## src/rtl/addr_gen.sv

```systemverilog
// Address generator for a pipelined NTT/INVNTT/MULT/ADDSUB datapath.
// Produces twiddle ROM address, coefficient read address and a delayed write-back address.
module addr_gen (
   input  logic       clk,
   input  logic       rst,
   input  logic [1:0] mode,
   input  logic [7:0] clk_counter,
   output logic [6:0] coef_addr,
   output logic [4:0] r_addr,
   output logic [4:0] w_addr
);

   localparam int unsigned CW    = 7;
   localparam int unsigned AW    = 5;
   localparam int unsigned DEPTH = 4;

   localparam logic [1:0] MODE_NTT    = 2'd0;
   localparam logic [1:0] MODE_INVNTT = 2'd1;
   localparam logic [1:0] MODE_MULT   = 2'd2;
   localparam logic [1:0] MODE_ADDSUB = 2'd3;

   localparam logic [2:0] STAGE_LAST = 3'd6;
   localparam logic [2:0] STAGE_IDLE = 3'd7;

   logic [2:0]    stage;
   logic [AW-1:0] j;
   logic [CW-1:0] coef_c;
   logic [CW-1:0] two_j_c;
   logic [AW-1:0] pipe [DEPTH-1];

   assign stage   = clk_counter[7:5];
   assign j       = clk_counter[4:0];
   assign two_j_c = CW'({j, 1'b0});

   // Twiddle address per mode and stage
   always_comb begin
      coef_c = '0;
      unique case (mode)
         MODE_NTT: begin
            if (stage == STAGE_IDLE)
               coef_c = '0;
            else if (stage == STAGE_LAST)
               coef_c = 7'd64 + two_j_c;
            else
               coef_c = CW'(7'd1 << stage) + (CW'(j) >> (3'd5 - stage));
         end
         MODE_INVNTT: begin
            if (stage == STAGE_IDLE)
               coef_c = '0;
            else if (stage == 3'd0)
               coef_c = 7'd127 - two_j_c;
            else
               coef_c = CW'((8'd128 >> stage) - 8'd1) - (CW'(j) >> (stage - 3'd1));
         end
         MODE_MULT:   coef_c = 7'd64 + two_j_c;
         MODE_ADDSUB: coef_c = '0;
         default:     coef_c = '0;
      endcase
   end

   always_ff @(posedge clk or negedge rst) begin
      if (!rst) begin
         coef_addr <= '0;
         r_addr    <= '0;
      end else begin
         coef_addr <= coef_c;
         r_addr    <= j;
      end
   end

   // Write-back address trails the read address by the butterfly pipeline depth
   always_ff @(posedge clk or negedge rst) begin
      if (!rst) begin
         for (int i = 0; i < int'(DEPTH) - 1; i++) pipe[i] <= '0;
         w_addr <= '0;
      end else begin
         pipe[0] <= r_addr;
         for (int i = 1; i < int'(DEPTH) - 1; i++) pipe[i] <= pipe[i-1];
         w_addr <= pipe[DEPTH-2];
      end
   end

endmodule

```

## config.mk

```make
export PLATFORM = sky130hd
export DESIGN_NAME = addr_gen
export DESIGN_NICKNAME = d
export VERILOG_FILES = /design/src/rtl/addr_gen.sv
export SDC_FILE = /design/constraint.sdc
export NUM_CORES = 1
export LEC_CHECK = 0
export BUFFER_PORTS_ARGS = -buffer_cell sky130_fd_sc_hd__buf_2
export CORE_UTILIZATION = 50
export DETAILED_ROUTE_END_ITERATION = 12
export GPL_ROUTABILITY_DRIVEN = 0
export GPL_TIMING_DRIVEN = 1
export PLACE_DENSITY = 0.81
export SYNTH_ARGS = -nofsm -noshare
export SYNTH_HDL_FRONTEND = slang
export SYNTH_SLANG_ARGS = --single-unit
```

## constraint.sdc

```tcl
create_clock -name clk -period 0.8 [get_ports clk]
set_input_delay 0.12 -clock clk [delete_from_list [all_inputs] [get_ports clk]]
set_output_delay 0.12 -clock clk [all_outputs]
set_load 0.05 [all_outputs]
```

==> results.py <==
metrics = {
    "run_status": {
        "status": "finished, violations left",
        "violations": "negative setup slack",
    },
    "synthesis": {
        "synth_top_flop_cell": "dfrtp_1",
        "syn-num-nets": 185,
        "ys_types": 38,
        "synth_area_leaders": "dfrtp_1, ha_1, a21oi_1",
        "syn_avg_cell_area_um2": 10.81,
        "ys_ff_latch": 32,
        "synthCells": 156,
        "ys_seq_area_share_pct": 47.48,
        "synth-edff-count": 0,
        "synth_area_leader_cell": "dfrtp_1",
        "async_flop_share_pct": 100.0,
        "syn_area_mm2": 0.001687,
        "ys_warn_count": 0,
        "synth_top_area_share_pct": 47.48,
    },
    "clock_network": {
        "clk_path_buf_depth": 2,
        "root_buffer": "clkbuf_4",
        "cts_buffers": 5,
        "clkSinkCount": 32,
        "clock_latency_ns": 0.32,
        "clk_pin_slew_ns": 0.11,
        "htreeDepth": 2,
        "cts_tree": "built",
    },
    "floorplanning": {
        "io_pins": 29,
        "core-area_mm2": 0.003128,
        "placementRows": 20,
        "die_y_um": 60.08,
        "die_x_um": 60.08,
        "die_area_mm2": 0.003610,
        "start_util_pct": 53.92,
    },
    "grt": {
        "grt-ovfl-total": 0,
        "antenna_found_initial": 0,
        "grt_first_pass_wirelength_mm": 9.556,
        "grt_util_all_layers_pct": 38.25,
        "grt_pass1_vias": 1933,
        "grt_max_degree": 23,
    },
    "worst_setup_path": {
        "cp.required_ns": 1.01,
        "cp_slowest_cell": "fa_2",
        "arrival_ns": 2.44,
        "cp_cell_sequence": "buf_12, inv_8, ha_4, xnor2_4, nor3b_4, a21oi_2, ha_4, fa_2, a21o_1, a21o_1, buf_4, xor2_1, a21oi_1, o21ai_1",
        "crit_fanout": 4,
        "cp_slowest_stage_delay_ns": 0.36,
        "worstSetupStartpointType": "primary input",
        "worst-setup-path-type": "primary input to flip-flop",
        "crit_path_end_kind": "flip-flop",
    },
    "sta": {
        "worst_pin_slew_ns": 0.3894,
        "drv_slew": 0,
        "whs_ns": 0.07802,
        "setup_viol": 24,
        "period_minus_slack_ns": 2.232,
        "fin_ws_ns": -1.432,
        "rsz0062_at_grt": "true",
        "maxSlewHeadroom_pct": 73.93,
        "skew_ns": 0.008600,
        "finalHoldViolCount": 0,
        "fin_crit_sh_pct": 279.0,
        "fmax_mhz": 448.0,
    },
    "flow_run": {
        "cap_violations": 0,
    },
    "routing": {
        "routed_wirelength_mm": 6.488,
        "wire_per_inst_um": 21.85,
        "drc": 0,
        "ant_nets": 0,
        "drtIter0Drc": 162,
        "wl_met2_mm": 3.036,
        "first_pass_iters": 5,
        "drt-met1-wl_mm": 2.159,
        "vias": 1818,
        "dr_wl_met3_um": 700,
        "vias_per_cell": 6.121,
        "top_layer": "met4",
    },
    "layout": {
        "final_cell_area_mm2": 0.002793,
        "nFillCells": 131,
        "final_layout_size_suffix_gt1_share_pct": 53.75,
        "finalNetCount": 281,
        "regArea_um2": 800.8,
        "multi_input_area_mm2": 0.001039,
        "areaGrowthSynthToFinish_pct": 65.58,
        "diodes": 0,
    },
    "power": {
        "p_leak_nw": 1.339,
        "ir_drop_v": 0.0008157,
        "powerDensity_mw_per_mm2": 1592,
    },
    "hold_path": {
        "hp-class": "primary input to flip-flop",
    },
    "placement": {
        "dp_hpwl_mm": 3.599,
        "placed_area_mm2": 0.002325,
        "port_buffers": 28,
    },
}
worst max-delay path, delay by kind of cell:
| kind | cells | cell delay, ns |
|---|---|---|
| XOR/XNOR | 2 | 0.38 |
| adder cells (fa/ha/maj) | 3 | 0.70 |
| AND/OR/NAND/NOR | 1 | 0.27 |
| AO/OA/AOI/OAI | 5 | 0.69 |
| buffers and inverters | 3 | 0.28 |
power breakdown:
part / switching, mW / internal, mW
sequential: 0.0593 / 1.72
combinational: 0.941 / 0.744
clock: 0.548 / 0.430
Yosys cell counts (all sizes together) (3+ instances only):
cell / instances
dfrtp: 32
mux2i: 3
and2: 4
nor2: 11
nand2: 8
o22ai: 3
xnor2: 5
inv: 8
a21oi: 15
nand3: 3
nor2b: 3
ha: 15
xor2: 4
a211oi: 4
a21o: 5
o21ai: 9
final cells by class:
class,count,area share (%)
multi-input cells,113,37.19
flip-flops and latches,32,28.67
repair buffers,92,28.49
clock buffers,7,1.971
well taps,44,1.971
inverters,8,1.434
clock inverters,1,0.2688
sequential cells by signal (all words and copies together) (netlist names):
| signal | flops |
|---|---|
| r_addr | 5 |
| w_addr | 5 |
| coef_addr | 7 |
| pipe | 15 |
per-layer routing:
layer	vias up	global-route usage, %
li1	740	-
met1	844	42.50
met2	159	61.11
met3	75	11.04
met4	0	29.90
met5	-	0
stage by stage:
step	worst slack, ns	power [mW]	util, %	std cells	setup TNS (ns)
2_1_floorplan	-1.488	2.529	-	156	-8.292
3_3_place_gp	-1.615	2.967	74.32	274	-10.04
3_5_place_dp	-1.757	3.031	74.32	274	-10.77
4_1_cts	-1.245	4.221	86.68	292	-10.44
5_1_grt	-1.444	4.603	89.28	297	-12.58
6_report	-1.432	4.446	89.28	297	-11.67
logic make-up after synthesis:
group / after synthesis / share of synthesized area [%]
AOI/OAI and AO/OA: 45 / 17.51
xor gates and xnor gates: 9 / 4.673
adders and majority gates: 17 / 13.50
buffers and inverters: 11 / 2.596
DFF: 32 / 47.48
muxes: 5 / 3.116
and+or+nand+nor: 37 / 11.13
timing repair:
action                                  4_1_cts  5_1_grt
hold endpoints to repair                     34        0
buffers inserted                              7        5
gates resized for setup                      67       11
hold buffers                                  3        0
pin swaps                                    22        7
endpoints found under the setup margin       24       24
cell usage in the layout, fill, tap and decap left out, types with 3 or more instances in the layout:
master,netlist,final
nor2_2,0,3
a21o_1,5,5
buf_12,0,3
buf_6,0,22
nand3_1,3,3
nor2b_1,3,3
ha_1,15,8
inv_1,7,5
a21oi_1,13,9
buf_4,0,55
nand2_1,8,7
ha_2,0,3
dfrtp_1,32,32
xnor2_1,5,4
clkbuf_4,0,5
xor2_1,4,3
o21ai_1,3,6
a21oi_2,2,6
and2_1,3,3
ha_4,0,4
nor2_1,11,7
buf_2,2,9
dlygate4sd3_1,0,3
final timing paths:
path | from | endpoint | cells past startpoint | slack [ns]
max in group asynchronous | rst | r_addr[2] | 3 | 0.20
min in group asynchronous | rst | w_addr[3] | 2 | 0.20
setup reg to reg | r_addr[4] | pipe[14] | 2 | 0.03
hold / removal | clk_counter[0] | r_addr[0] | 2 | 0.08
setup / recovery | clk_counter[5] | coef_addr[4] | 14 | -1.43
hold reg to reg | pipe[12] | pipe[7] | 0 | 0.35
(Power assumes the default switching activity.)
